[config.mk]
export PLATFORM = sky130hd
export DESIGN_NAME = bmux_4
export DESIGN_NICKNAME = d
export VERILOG_FILES = /design/src/rtl/bmux_4_comb.sv /design/src/rtl/bmux_4.sv
export SDC_FILE = /design/constraint.sdc
export NUM_CORES = 1
export LEC_CHECK = 0
export BUFFER_PORTS_ARGS = -buffer_cell sky130_fd_sc_hd__buf_4
export CORE_MARGIN = 3
export CORE_UTILIZATION = 29
export CTS_CLUSTER_SIZE = 14
export DETAILED_ROUTE_END_ITERATION = 8
export GPL_ROUTABILITY_DRIVEN = 0
export GPL_TIMING_DRIVEN = 0
export PLACE_DENSITY = 0.81
export SLEW_MARGIN = 25
export SYNTH_ARGS = -nofsm -noshare
export SYNTH_HDL_FRONTEND = slang
export SYNTH_SLANG_ARGS = --single-unit
[constraint.sdc]
create_clock -name clk -period 0.8 [get_ports clk]
set_input_delay 0.12 -clock clk [delete_from_list [all_inputs] [get_ports clk]]
set_output_delay 0.12 -clock clk [all_outputs]
set_load 0.02 [all_outputs]
[src/rtl/bmux_4_comb.sv]
// rtl/bmux_4_comb.sv - pure combinational 4:1 mux with one-hot select decode
module bmux_4_comb #(
  parameter int WIDTH = 16
) (
  input  logic [1:0]       s,
  input  logic [WIDTH-1:0] A,
  input  logic [WIDTH-1:0] B,
  input  logic [WIDTH-1:0] C,
  input  logic [WIDTH-1:0] D,
  output logic [WIDTH-1:0] r,
  output logic [3:0]       sel_oh
);

  localparam logic [1:0] SEL_A = 2'd0;
  localparam logic [1:0] SEL_B = 2'd1;
  localparam logic [1:0] SEL_C = 2'd2;
  localparam logic [1:0] SEL_D = 2'd3;

  // The X default lets an unknown select propagate instead of favouring one input.
  always_comb begin
    r = 'x;
    case (s)
      SEL_A:   r = A;
      SEL_B:   r = B;
      SEL_C:   r = C;
      SEL_D:   r = D;
      default: r = 'x;
    endcase
  end

  assign sel_oh = {s == SEL_D, s == SEL_C, s == SEL_B, s == SEL_A};

endmodule

[src/rtl/bmux_4.sv]
// rtl/bmux_4.sv - 4:1 mux with combinational result and a registered copy
module bmux_4 #(
  parameter int WIDTH = 16
) (
  input  logic             clk,
  input  logic             rst_n,
  input  logic [1:0]       s,
  input  logic [WIDTH-1:0] A,
  input  logic [WIDTH-1:0] B,
  input  logic [WIDTH-1:0] C,
  input  logic [WIDTH-1:0] D,
  output logic [WIDTH-1:0] r,
  output logic [3:0]       sel_oh,
  output logic [WIDTH-1:0] r_q,
  output logic             r_q_valid
);

  bmux_4_comb #(.WIDTH(WIDTH)) u_comb (
    .s      (s),
    .A      (A),
    .B      (B),
    .C      (C),
    .D      (D),
    .r      (r),
    .sel_oh (sel_oh)
  );

  // Reset only touches the register stage; r and sel_oh keep tracking inputs.
  always_ff @(posedge clk or negedge rst_n) begin
    if (!rst_n) begin
      r_q       <= '0;
      r_q_valid <= 1'b0;
    end else begin
      r_q       <= r;
      r_q_valid <= 1'b1;
    end
  end

endmodule

# Yosys cells after proc, flatten, opt, wreduce, memory -nomap -nowiden
# Cells that the tools add are included.
[word_totals]
register_bits = 17
inputBits = 68
out_inout_bits = 37
word_cells = 7
[classes]
n_eq_ne = 3
n_mux = 1
reduce_logical = 1
[op_table]
columns = ["cell", "n"]
rows = [
  ["$pmux 16 s4", 1],
  ["$eq 2x2->1 const B", 2],
  ["$eq 2x1->1 const B", 1],
  ["$logic_not 2->1", 1],
]

# Longest topological paths before layout
[logic_depth]
depth_word = 2
mapped_depth = 2
ltp_nobuf = 1

# Hierarchy
# Synthesis repeated with hierarchy kept, for this count alone.
[hier_totals]
cells_unflattened = 42
area_unflattened_um2 = 844.6
[by_module_without_submodules]
columns = ["module", "n_inst", "cells_per_inst", "area_per_inst_um2"]
rows = [
  ["bmux_4", 1, 18, 429.2],
  ["bmux_4_comb", 1, 24, 415.4],
]

# Worst setup path before layout
# OpenSTA, ideal clock, no wires.
[synth_timing]
path_type = "input port to flip-flop"
startpoint = "input s[0]"
endpoint = "register r_q[0]"
setup_ns = 0.165
arrival_ns = 0.854
path_slack_ns = -0.220
path_stages = 2
cell_sequence = "buf_6 mux4_2"
[synth_between]
elab_chain_len = 2
[synth_lines]
columns = ["item", "line_no", "text"]
rows = [
  ["start, declared", "bmux_4.sv:7", "input logic [1:0] s,"],
  ["$eq 2x2->1, or another cell as far along", "bmux_4_comb.sv:22", "case (s)"],
  ["$pmux 16 s4 *", "bmux_4_comb.sv:22", ""],
  ["via r[0]", "bmux_4.sv:12", "output logic [WIDTH-1:0] r,"],
  ["end signal, assigned", "bmux_4.sv:34", "r_q <= r;"],
  ["end, declared", "bmux_4.sv:14", "output logic [WIDTH-1:0] r_q,"],
]
# Mark *: on every way through the listed nets, which the timed path passes. The rest lies on a longest branch.

# Worst setup path in the final report
[layout_timing]
startpoint = "input s[0]"
endpoint = "output r[13]"
[layout_between]
elab_chain_len = 2
[layout_lines]
columns = ["item", "line_no"]
rows = [
  ["$eq 2x2->1, or another cell as far along", "bmux_4_comb.sv:22"],
  ["$pmux 16 s4 *", "bmux_4_comb.sv:22"],
  ["end, declared", "bmux_4.sv:12"],
]
# Every way passes the cells marked *; elsewhere a longest branch is shown, timed or not.

==> flow_metrics.env <==
export IMPL_status="finished, violations left"
export IMPL_failed_checks="negative setup slack"
export IMPL_synth_mux_area_share_pct=42.67
export IMPL_wire_per_inst_um=16.74
export IMPL_overflow=0
export IMPL_hold_start="A[6]"
export IMPL_synth_xor_area_share_pct=0
export IMPL_seqCellArea_um2=425.4
export IMPL_hp_class="in -> reg"
export IMPL_path_delay_family="multiplexers"
export IMPL_synth_simple_area_share_pct=2.667
export IMPL_multi_input_area_um2=386.6
export IMPL_n_antenna_cell=0
export IMPL_cp_slowest_stage_delay_ns=0.53
export IMPL_path_cells="buf_16 > mux4_2 > buf_6"
export IMPL_antenna_found_initial=0
export IMPL_placeableCoreArea_mm2=0.002613
export IMPL_max_freq_ghz=0.9683
export IMPL_clockBufferDepth=2
export IMPL_grt_pass1_vias=966
export IMPL_synth_seq_cells=17
export IMPL_nets=236
export IMPL_viasPerCell=4.543
export IMPL_path_max_fanout=5
export IMPL_slew_violations=0
export IMPL_cp_data_arrival_time_ns=0.91
export IMPL_ys_top_cells_by_area="dfrtp_1 50%, mux4_2 43%, buf_6 2.7%, nor2b_1 1.5%, buf_2 1.2%"
export IMPL_setup_tns_ns=-5.479
export IMPL_synthAdderAreaFrac_pct=0
export IMPL_nFillCells=155
export IMPL_yosysSeqAreaShare_pct=50.37
export IMPL_ys_warn_count=0
export IMPL_area_delta_synth_final_pct=136.7
export IMPL_cts_sinks=17
export IMPL_critPathBufInv=2
export IMPL_synth_top_area_share_pct=50.37
export IMPL_critPathLaunchType="input pin"
export IMPL_post_route_period_util_pct=129.1
export IMPL_fin_area_mm2=0.001999
export IMPL_worstHoldEndpoint="r_q[6]"
export IMPL_end_kind="output pin"
export IMPL_clk_pin_slew_worst_paths_ns=0.09
export IMPL_synth_top_family_by_area="multiplexers"
export IMPL_die_w_um=59.97
export IMPL_root_buffer="clkbuf_4"
export IMPL_hold_viol=0
export IMPL_avgSynthCellArea_um2=20.11
export IMPL_critPathSlowestCell="mux4_2"
export IMPL_grt_pass1_wl_um=4726
export IMPL_cts_max_level=1
export IMPL_powerDensity_mw_per_mm2=1356
export IMPL_die_area_mm2=0.003596
export IMPL_crit_required_ns=0.68
export IMPL_period_minus_slack_ns=1.033
export IMPL_holdWs_ns=0.2023
export IMPL_rsz0062_at_grt="true"
export IMPL_synth_compound_area_share_pct=0
export IMPL_io_pins=105
export IMPL_crit_type="in -> out"
export IMPL_rows=18
export IMPL_synth_cell_types=8
export IMPL_power_total_mw=2.710
export IMPL_die_height_um=59.97
export IMPL_start_util_pct=32.33
export IMPL_yosys_area_top_type="dfrtp_1"
export IMPL_final_cell_count_no_fill=197
export IMPL_max_cap_violations=0
export IMPL_drt_pass1_iterations=2
export IMPL_drive_gt1_share_pct=86.23
export IMPL_syn_inst=42
export IMPL_grt_max_degree=18
export IMPL_synth_cell_area_um2=844.6
export IMPL_vias=895
export IMPL_port_buffers=102
export IMPL_cts_made_buffers=3
export IMPL_setup_viol=37
export IMPL_place_inst=174
export IMPL_place_area_mm2=0.001665
export IMPL_peakVddDrop_v=0.001502
export IMPL_routed_wl_um=3297
export IMPL_cts_tree="yes"
export IMPL_whs_path_depth=2
export IMPL_drc=0
export IMPL_final_antenna_net_count=0
export IMPL_worst_slack_ns=-0.2327
export IMPL_track_usage_pct=18.09
export IMPL_drtIter0Drc=9
export IMPL_p_leak_nw=0.9952
export IMPL_syn_num_nets=110
==> synthesized netlist by cell type <==
master and count:
buf_2 2, nor2b_1 2, dfrtp_1 17, mux4_2 16
and2_1 1, conb_1 1, nor2_1 1, buf_6 2
==> layout make-up <==
class | count | share of cell area (%)
Timing Repair Buffer | 121 | 53.63
Sequential cell | 17 | 21.28
Multi-Input combinational cell | 21 | 19.34
Buffer | 4 | 2.503
Tap cell | 30 | 1.877
Clock buffer | 3 | 1.126
Clock inverter | 1 | 0.2503
==> layout by cell type (no fill, tap or decap) <==
cell type      Yosys  final
buf_6              2     33
mux4_2            16     16
and2_1             1      1
nor2b_1            2      2
nor2_1             1      1
conb_1             1      1
clkbuf_4           0      3
buf_4              0     85
clkbuf_16          0      1
buf_2              2      2
dfrtp_1           17     17
dlygate4sd3_1      0      1
buf_12             0      2
buf_16             0      1
clkinv_2           0      1
==> state kept, by name, indices dropped and copies added (netlist names) <==
signal,flops
r_q,16
r_q_valid,1
==> worst max-delay path by stage <==
stage,start,end,slack (ns),cells after the start
2_1_floorplan,s[0],r_q[0],-0.18,2
3_3_place_gp,s[0],r[4],-0.28,3
3_5_place_dp,s[0],r[1],-0.30,3
4_1_cts,s[0],r[1],-0.24,3
5_1_grt,s[0],r[13],-0.26,3
6_report,s[0],r[13],-0.23,3
==> layer usage <==
metal	track usage [%]	part of all wire [%]	routed length, µm	vias to the layer above
met1	21.37	34	1107	433
li1	-	-	-	421
met3	2.160	5.0	164	4
met5	0	0	0	-
met2	33.80	61	1995	37
met4	5.380	0.88	29	0
==> per-stage QoR <==
step,setup WS (ns),util [%]
after floorplan,-0.1787,-
after global placement,-0.2793,63.75
after detailed placement,-0.2960,63.75
after CTS,-0.2416,72.70
after global routing,-0.2579,76.53
final,-0.2327,76.53
==> power by group <==
part | internal [mW] | switching [mW]
sequential | 0.943 | 0.0397
clock | 0.185 | 0.239
combinational | 0.795 | 0.509
==> what timing repair did <==
| action | 4_1_cts | 5_1_grt |
|---|---|---|
| gates cloned | 1 | 1 |
| hold buffers | 1 | 0 |
| buffers inserted | 6 | 10 |
| setup endpoints to repair | 33 | 33 |
| pin swaps | 0 | 0 |
| resized for setup | 34 | 0 |
| hold endpoints to repair | 17 | 0 |
==> kinds of logic (layout without fill, tap and decap cells) <==
group | after synthesis | in the layout
AND/OR/NAND/NOR | 4 | 4
multiplexers | 16 | 16
buffers and inverters | 4 | 129
flip-flops | 17 | 17
other | 1 | 1
No activity file was read; power rests on OpenSTA's default activity.
